### config.mk
export PLATFORM = sky130hd
export DESIGN_NAME = encoder_8to3_req
export DESIGN_NICKNAME = d
export VERILOG_FILES = /design/src/rtl/enc_dec_pkg.sv /design/src/rtl/prio_enc8.sv /design/src/rtl/encoder_8to3_req.sv
export SDC_FILE = /design/constraint.sdc
export NUM_CORES = 1
export LEC_CHECK = 0
export ABC_AREA = 1
export CORE_MARGIN = 2
export CORE_UTILIZATION = 40
export CTS_BUF_LIST = sky130_fd_sc_hd__clkbuf_4
export DETAILED_ROUTE_END_ITERATION = 6
export DONT_BUFFER_PORTS = 1
export GPL_ROUTABILITY_DRIVEN = 0
export MAX_ROUTING_LAYER = met4
export PLACE_DENSITY = 0.52
export SYNTH_ARGS = -nofsm -noshare
export SYNTH_HDL_FRONTEND = slang
export SYNTH_SLANG_ARGS = --single-unit
### constraint.sdc
create_clock -name clk -period 2.07 [get_ports clk]
set_input_delay 0.207 -clock clk [delete_from_list [all_inputs] [get_ports clk]]
set_output_delay 0.207 -clock clk [all_outputs]
set_load 0.03 [all_outputs]
### src/rtl/enc_dec_pkg.sv
// ---------------------------------------------------------------------------
// enc_dec_pkg
//   Constants and helpers shared by the 3-to-8 decoder and the 8-to-3
//   request encoder (and their testbenches).
//   LINES  : number of one-low select/request lines
//   CODE_W : width of the binary select code
//   onehot : code -> one-hot line vector (bit <code> set)
// ---------------------------------------------------------------------------
package enc_dec_pkg;

    localparam int LINES  = 8;
    localparam int CODE_W = 3;

    function automatic logic [LINES-1:0] onehot(input logic [CODE_W-1:0] code);
        logic [LINES-1:0] r;
        r       = '0;
        r[code] = 1'b1;
        return r;
    endfunction

endpackage : enc_dec_pkg

### src/rtl/prio_enc8.sv
// ---------------------------------------------------------------------------
// prio_enc8
//   Combinational priority pick over an 8-bit pending vector.
//   Parameters:
//     PRIO_HIGH : 1 -> highest set index wins, 0 -> lowest set index wins
//   Ports:
//     pend [7:0] in  : candidate bits
//     w    [2:0] out : index of the winning bit (0 when nothing is set)
//     hit        out : at least one bit of pend is set
// ---------------------------------------------------------------------------
module prio_enc8
    import enc_dec_pkg::*;
#(
    parameter bit PRIO_HIGH = 1'b1
) (
    input  logic [LINES-1:0]  pend,
    output logic [CODE_W-1:0] w,
    output logic              hit
);

    // The loop direction decides priority: the last set bit visited wins.
    always_comb begin
        w = '0;
        if (PRIO_HIGH) begin
            for (int i = 0; i < LINES; i++) begin
                if (pend[i]) w = CODE_W'(i);
            end
        end else begin
            for (int i = LINES - 1; i >= 0; i--) begin
                if (pend[i]) w = CODE_W'(i);
            end
        end
    end

    assign hit = |pend;

endmodule : prio_enc8

### src/rtl/encoder_8to3_req.sv
// ---------------------------------------------------------------------------
// encoder_8to3_req
//   Collects eight active-low request lines into a pending set and hands out
//   the 3-bit code {a,b,c} (a = MSB) of one pending request at a time, in
//   priority order, over a valid/ready output handshake.
//   Parameters:
//     PRIO_HIGH : 1 -> highest pending index served first, 0 -> lowest first
//     EDGE_MODE : 0 -> a line held low re-arms every cycle,
//                 1 -> only a falling edge (vs. last cycle's req_n) arms
//   Ports:
//     clk        in   rising-edge clock
//     rst_n      in   asynchronous active-low reset
//     en         in   1 allows new captures; pending bits are served regardless
//     req_n[7:0] in   active-low request lines, bit i requests code i
//     a,b,c      out  registered code of the served request, a = MSB
//     out_valid  out  code on a,b,c is valid
//     out_ready  in   consumer accepts the code
//     any_n      out  0 while anything is pending or a code is presented
//     pend_o[7:0]out  pending set (debug/observability)
// ---------------------------------------------------------------------------
module encoder_8to3_req
    import enc_dec_pkg::*;
#(
    parameter bit PRIO_HIGH = 1'b1,
    parameter bit EDGE_MODE = 1'b0
) (
    input  logic             clk,
    input  logic             rst_n,
    input  logic             en,
    input  logic [LINES-1:0] req_n,
    output logic             a,
    output logic             b,
    output logic             c,
    output logic             out_valid,
    input  logic             out_ready,
    output logic             any_n,
    output logic [LINES-1:0] pend_o
);

    logic [LINES-1:0]  req_q;
    logic [LINES-1:0]  pend;
    logic [CODE_W-1:0] code_q;
    logic              valid_q;

    logic [LINES-1:0]  arm;
    logic [LINES-1:0]  clr;
    logic [CODE_W-1:0] w;
    logic              hit;
    logic              load;

    prio_enc8 #(
        .PRIO_HIGH (PRIO_HIGH)
    ) u_prio (
        .pend (pend),
        .w    (w),
        .hit  (hit)
    );

    // In edge mode req_q masks lines that were already low last cycle.
    // req_q follows req_n even while en=0, so a line held low across the
    // en rise does not look like a fresh edge.
    assign arm = {LINES{en}} & ~req_n & (EDGE_MODE ? req_q : {LINES{1'b1}});

    // Output handshake: a code transfers on a rising edge where
    // out_valid && out_ready. The output register accepts a new code when it
    // is empty or its current code transfers in the same cycle; while
    // out_valid && !out_ready the code and out_valid hold.
    assign load = hit & (~valid_q | out_ready);

    // The winner comes from the registered pending set, so a request always
    // spends one cycle in pend before it can be issued.
    assign clr = load ? onehot(w) : '0;

    always_ff @(posedge clk or negedge rst_n) begin
        if (!rst_n) begin
            req_q   <= '1;
            pend    <= '0;
            code_q  <= '0;
            valid_q <= 1'b0;
        end else begin
            req_q <= req_n;
            // Arm is OR'ed in after the clear, so a re-arm in the load cycle
            // keeps the bit pending.
            pend  <= (pend & ~clr) | arm;
            if (load) begin
                code_q  <= w;
                valid_q <= 1'b1;
            end else if (valid_q && out_ready) begin
                valid_q <= 1'b0;
            end
        end
    end

    assign {a, b, c}  = code_q;
    assign out_valid  = valid_q;
    assign any_n      = ~((|pend) | valid_q);
    assign pend_o     = pend;

endmodule : encoder_8to3_req

# Yosys cells after proc, flatten, opt, wreduce, memory -nomap -nowiden
# Cells that the tools add are included.
# totals
regBits,12
mem_bits_ro,0
latchBits,0
inputBits,12
memories,0
mem_bits_rw,0
elab_cells,31
output_inout_bits,13
# op_classes
n_addsub,0
eq_ne,0
order_cmp,2
mux,12
mul,0
n_bitwise,10
n_shift,0
n_div,0
n_reduce_logical,4
# op_table
op,n
$and 8x8->8,2
$not 8->8,2
$mux 3,4
$mux 8,1
$or 8x8->8,1
$reduce_or 8->1,1
$lt 3x4->1 const B,1
$mux 1,4
$mux 2,2
$demux 1 s3,1
$ge 3x1->1 const B,1
$logic_and 1x1->1,2
$not 1->1,2
$or 1x1->1,2
$reduce_bool 2->1,1
$and 1x1->1,1

# Longest topological paths before layout
# Gate-level depths: netlist (run 1).
# logic_depth
depth_word,15
mapped_depth,10

# Modules after synthesis
# Synthesis (run 1) repeated with hierarchy kept, for this count alone.
# hier_totals
hier_cells,101
area_unflattened_um2,678.2
# modules_own_cells
mod,area_per_inst_um2,seq_area_each_um2,n_inst,cells_each
encoder_8to3_req,600.6,300.3,1,81
prio_enc8,77.6,0.0,1,20

# Worst setup path before layout (run 1)
# Ideal clock, no wire load.
# synth_timing
path_kind,reg2out
start,register pend[6] (netlist: pend_o[6])
end,output any_n
t_required_ps,1863
setup_slack_ps,366
path_stages_with_launch,4
n_path_buf,0
arrival_time_ps,1497
cell_sequence,dfrtp_1 -> nor2_2 -> nand2_2 -> nor3_1
# synth_between
elab_chain_len,3
# synth_lines
element,line_no,source
start: declaration,encoder_8to3_req.sv:41,logic [LINES-1:0] pend;
start signal: assignment,encoder_8to3_req.sv:84,pend <= (pend & ~clr) | arm;
$reduce_or 8->1,encoder_8to3_req.sv:96,assign any_n = ~((|pend) | valid_q);
$or 1x1->1,encoder_8to3_req.sv:96,
$not 1->1,encoder_8to3_req.sv:96,
end: declaration,encoder_8to3_req.sv:36,"output logic any_n,"
# No other way between the ends.

# Worst setup path in the final report (run 1)
# Same ends and word-level chain as after synthesis.

==> results of run 1 <==
-- worst max-delay path, delay by kind of cell (launching register included) --
kind / cells / cell delay, ns
flip-flops: 1 / 0.52
AND/OR/NAND/NOR: 3 / 0.51
buffers and inverters: 1 / 0.19
-- timing repair --
item,in CTS,in global routing
hold buffers,1,1
hold endpoints to repair,12,1
endpoints found under the setup margin,0,0
-- kinds of logic (layout without fill, tap and decap cells) --
kind of cell,Yosys count,after routing,share of synthesized area
flip-flops,12,12,0.487
AO/OA/AOI/OAI,9,9,0.0771
AND/OR/NAND/NOR,41,41,0.363
buffers and inverters,12,19,0.0730
-- layout make-up --
cell class	count	area [sq um]
inverter	12	45.0
clock inverter	1	3.75
tap	16	20.0
fill	171	781
timing repair buffer	3	27.5
sequential	12	300
multi-input combinational	50	272
clock buffer	3	22.5
-- per-stage QoR --
step                setup slack, ns  std cells
global placement              0.631         91
global route                  0.235         97
detailed placement            0.649         91
CTS                           0.369         96
finish                        0.378         97
floorplan                     0.366         74
-- state kept, by name (all words and copies together) (netlist names) --
name,count
pend_o,8
code_q,3
out_valid,1
-- final timing paths --
check / cells past startpoint / end / startpoint
min reg2reg: 2 / pend_o[0]$_DFF_PN0_ / pend_o[0]$_DFF_PN0_
min in group asynchronous: 1 / code_q[0]$_DFFE_PN0P_ / rst_n
max in group asynchronous: 1 / pend_o[0]$_DFF_PN0_ / rst_n
max: 4 / any_n / pend_o[6]$_DFF_PN0_
max reg2reg: 7 / code_q[1]$_DFFE_PN0P_ / pend_o[2]$_DFF_PN0_
min: 1 / pend_o[6]$_DFF_PN0_ / req_n[6]
-- layer usage --
| metal | part of all wire | wire [um] | GRT usage | vias to the layer above |
|---|---|---|---|---|
| li1 | - | - | - | 243 |
| met1 | 0.45 | 512 | 0.171 | 200 |
| met2 | 0.44 | 500 | 0.209 | 20 |
| met4 | 0.022 | 25 | 0.0909 | 0 |
| met3 | 0.085 | 97 | 0.0553 | 4 |
| met5 | 0 | 0 | - | - |
-- where the power goes --
part / total, mW / internal [mW] / switching, mW
clock: 0.146 / 0.0697 / 0.0760
combinational: 0.0643 / 0.0267 / 0.0376
sequential: 0.311 / 0.252 / 0.0583
total: 0.521 / 0.349 / 0.172
-- cell usage in the layout (no fill, tap or decap) --
master	synthesis	routed
nor2_2	2	2
nor2_8	2	2
clkinv_1	0	1
a21oi_1	1	1
inv_1	11	11
a31oi_1	1	1
nor2_1	6	6
o21ai_0	1	1
or2_2	5	5
nand2_2	2	2
nand3_1	3	3
buf_4	0	1
nand4_1	1	1
nor3_1	1	1
dfrtp_1	12	12
o21ai_1	5	5
inv_2	1	1
o22ai_1	1	1
dlygate4sd3_1	0	2
nor2_4	1	1
clkbuf_4	0	3
nand2_1	18	18
==> results.ini, run 1 <==
[setup_path]
cp_max_fo=4
crit_path_end_kind=output pin
cp.arrival_ns=1.48
path_class=reg2out
slowest_delay_ns=0.52
worstPathRequired_ns=1.86
start_kind=flop
crit_chain=nor2_2 -> nand2_2 -> nor3_1 -> buf_4
rrSetupSlack_ns=0.66
cp_slowest_cell=dfrtp_1

[drt]
wl_per_cell_um=11.7
vias=467
avgViaCountPerCell=4.81
drt-initial-drc-count=4
dr.pass1.iters=4
wirelength_um=1140
drc=0
ant_nets=0

[floorplanning]
fp.dieW_um=43.3
start_util=0.419
design.portCount=25
rows=14
dieArea_sq_um=1870
dieHeight_um=43.3
core_sq_um=1470

[place]
place_area_sq_um=644
hpwl_um=890
port_buffers=0

[synth]
syn-num-nets=86
synth_edf_count=0
synthTopCellsByArea=dfrtp_1, nand2_1, inv_1
syn_avg_cell_area_sq_um=8.34
synth_warnings=0
yosys_register_bits=12
syn-cell-area_sq_um=617
synth_top_cell_by_area=dfrtp_1
synth_most_common_cell=nand2_1
synthArstFlopShare=1.00
syn_inst=74
synth_ff_type=dfrtp_1
ys_types=18
ys_top_cells_by_count=nand2_1, dfrtp_1, inv_1
synth_top_area_share=0.487
ys_seq_area_frac=0.487

[cts]
h-tree-depth=1
clockRootBuffer=clkbuf_4
cts_tree=yes
clkTransAtPathRegs_ns=0.08
insertion_delay_ns=0.27
cts.sinks=12
cts_resized=0
clock_path_buffers=2
cts_buffers=3
cts_setup_buffers=0

[global_route]
grt_pass1_vias=460
antenna_found_initial=0
grt_max_degree=13
gr-total-overflow=0
grt_pass1_wl_um=1910
grt_use_total=0.146

[timing]
fin_crit_ns=1.69
final.setup_skew_ns=0.00326
rsz0062_at_grt=no
final-hold-violation-count=0
slew_viol_final=0
tightest_slew_ns=0.564
setup_viol_count_final=0
fin_setup_tns_ns=0
max_slew_margin=0.623
clock.fmax_mhz=591
whs_ns=0.00543
period_share=0.817

[power]
p_leak_nw=0.325
powerDensity_nw_per_um2=754
p_total_mw=0.521
irDropWorstVdd_uv=389

[run]
maxCapViolCount=0

[final_layout]
final_area_sq_um=691
nNetsFinal=94
finalCoreUtilization=0.469
drive_above_1_share=0.210
syn_to_final_growth_pct=12.0
diodes=0

[hold_path]
hold_path.class=in2reg

[run_status]
status=finished, final reports clean

Power figures use the tool's default switching activity.
==> run 2: changes to the inputs <==
- PLACE_DENSITY: 0.52 -> 0.54
- clock period: 2.07 -> 1.46 ns (I/O delays scaled with it)
==> run 2 against run 1 <==
Sequential cell count stayed put. Die area unchanged. Sequential power increased by 30%. Via count increased by 12%. Register-to-register slack worse by 0.51 ns. Wire length grew 12%. Design area up 19%. Critical path type unchanged. Critical endpoint unchanged. Largest power group unchanged.
==> results.ini, run 2 (synthesized netlist as in run 1, its figures left out) <==
[run_status]
status=finished, final reports clean

[place]
port_buffers=0
hpwl_um=967
place_ws_ns=0.263
place_area_sq_um=717

[setup_path]
slowest_delay_ns=0.41
start_kind=flop
path_class=reg2out
cp_max_fo=3
cp_slowest_cell=dfrtp_1
r2r_cells=8
crit_chain=nor2_2 -> nand2_2 -> nor3_2 -> buf_4
crit_path_end_kind=output pin
regToRegEndpoint=pend_o[6]$_DFF_PN0_
rrSetupSlack_ns=0.15
worstPathRequired_ns=1.31
cp.arrival_ns=1.24
worstReg2RegStart=pend_o[4]$_DFF_PN0_

[floorplanning]
start_util=0.419
dieHeight_um=43.3
fp.dieW_um=43.3
rows=14
dieArea_sq_um=1870
core_sq_um=1470
design.portCount=25

[run]
maxCapViolCount=0

[timing]
period_share=0.948
max_slew_margin=0.642
tightest_slew_ns=0.535
fin_crit_ns=1.38
setup_viol_count_final=0
fin_setup_tns_ns=0
final.setup_skew_ns=0.00350
layout_setup_ws_ns=0.0766
clock.fmax_mhz=723
slew_viol_final=0
final-hold-violation-count=0
rsz0062_at_grt=no

[cts]
insertion_delay_ns=0.27
clkTransAtPathRegs_ns=0.08
clock_path_buffers=2
h-tree-depth=1
cts.sinks=12
clockRootBuffer=clkbuf_4
cts_tree=yes
cts_buffers=3

[drt]
ant_nets=0
drc=0
avgViaCountPerCell=4.65
wl_per_cell_um=11.4
wirelength_um=1270
dr.pass1.iters=4
vias=521
drt-initial-drc-count=6

[global_route]
grt_pass1_vias=477
antenna_found_initial=0
grt_use_total=0.157
gr-total-overflow=0
grt_max_degree=13
grt_pass1_wl_um=2020

[hold_path]
min_from=req_n[1]
holdPathStages=2
hold_end=pend_o[1]$_DFF_PN0_
hold_path.class=in2reg

[final_layout]
largest_reg_flops=8
syn_to_final_growth_pct=33.5
final_area_sq_um=823
final_common_cell=nand2_1
finalCoreUtilization=0.560
drive_above_1_share=0.344
nFillCells=151
final_cell_mix=nand2_1, buf_4, dfrtp_1
diodes=0
nNetsFinal=109

[power]
irDropWorstVdd_uv=625
powerDensity_nw_per_um2=971
p_total_mw=0.799
p_leak_nw=0.393

==> run 2: cell types whose count changed in the layout (fill, tap and decap cells not counted) <==
cell / before / now
buf_4: 1 / 14
dlygate4sd3_1: 2 / 4
nand2_1: 18 / 17
nand2_2: 2 / 3
nor2_1: 6 / 5
nor2_4: 1 / 2
nor3_1: 1 / 0
nor3_2: 0 / 1
==> run 2: worst max path at each step <==
| stage | from | end | slack [ns] | cells after the start |
|---|---|---|---|---|
| final | pend_o[4]$_DFF_PN0_ | any_n | 0.08 | 4 |
| after floorplan | pend_o[6]$_DFF_PN0_ | any_n | 0.07 | 3 |
| after global placement | pend_o[3]$_DFF_PN0_ | pend_o[4]$_DFF_PN0_ | 0.29 | 7 |
| after CTS | pend_o[5]$_DFF_PN0_ | any_n | 0.003 | 4 |
| after global routing | pend_o[4]$_DFF_PN0_ | any_n | 0.01 | 4 |
| after detailed placement | pend_o[3]$_DFF_PN0_ | pend_o[4]$_DFF_PN0_ | 0.26 | 7 |
==> run 2: per-layer routing <==
metal | wire, um | vias to the layer above | part of all wire | global-route usage
li1 | - | 276 | - | -
met1 | 619 | 228 | 0.49 | 0.186
met2 | 574 | 15 | 0.45 | 0.224
met3 | 66 | 2 | 0.052 | 0.0766
met4 | 13 | 0 | 0.010 | 0.0727
met5 | 0 | - | 0 | -
==> run 2: stage by stage <==
step	hold slack [ns]	std cells
after floorplan	-0.150	74
after global placement	-0.149	100
after detailed placement	-0.149	100
after CTS	0.0136	108
after global routing	0.00131	112
final	0.0212	112
==> run 2: critical path, delay by kind of cell, from the launching register on <==
| kind | cells | cell delay, ns |
|---|---|---|
| buffers and inverters | 1 | 0.18 |
| and+or+nand+nor | 3 | 0.37 |
| DFF | 1 | 0.41 |
==> run 2: where the power goes <==
group	switching, mW	internal [mW]
clock	0.116	0.0989
combinational	0.104	0.0756
sequential	0.0464	0.358
==> run 2: cell type report <==
type	instances	area [sq um]	share of cell area
sequential	12	300	0.365
clock buffer	3	22.5	0.0274
tap	16	20.0	0.0243
inverter	12	45.0	0.0547
timing repair buffer	18	145	0.176
clock inverter	1	3.75	0.00456
multi-input combinational	50	287	0.348
==> run 2: what timing repair did <==
item | 4_1_cts | 5_1_grt
buffers inserted | 0 | 4
hold buffers | 4 | 0
hold endpoints to repair | 15 | 0
endpoints found under the setup margin | 0 | 1
gates resized for setup | 0 | 3
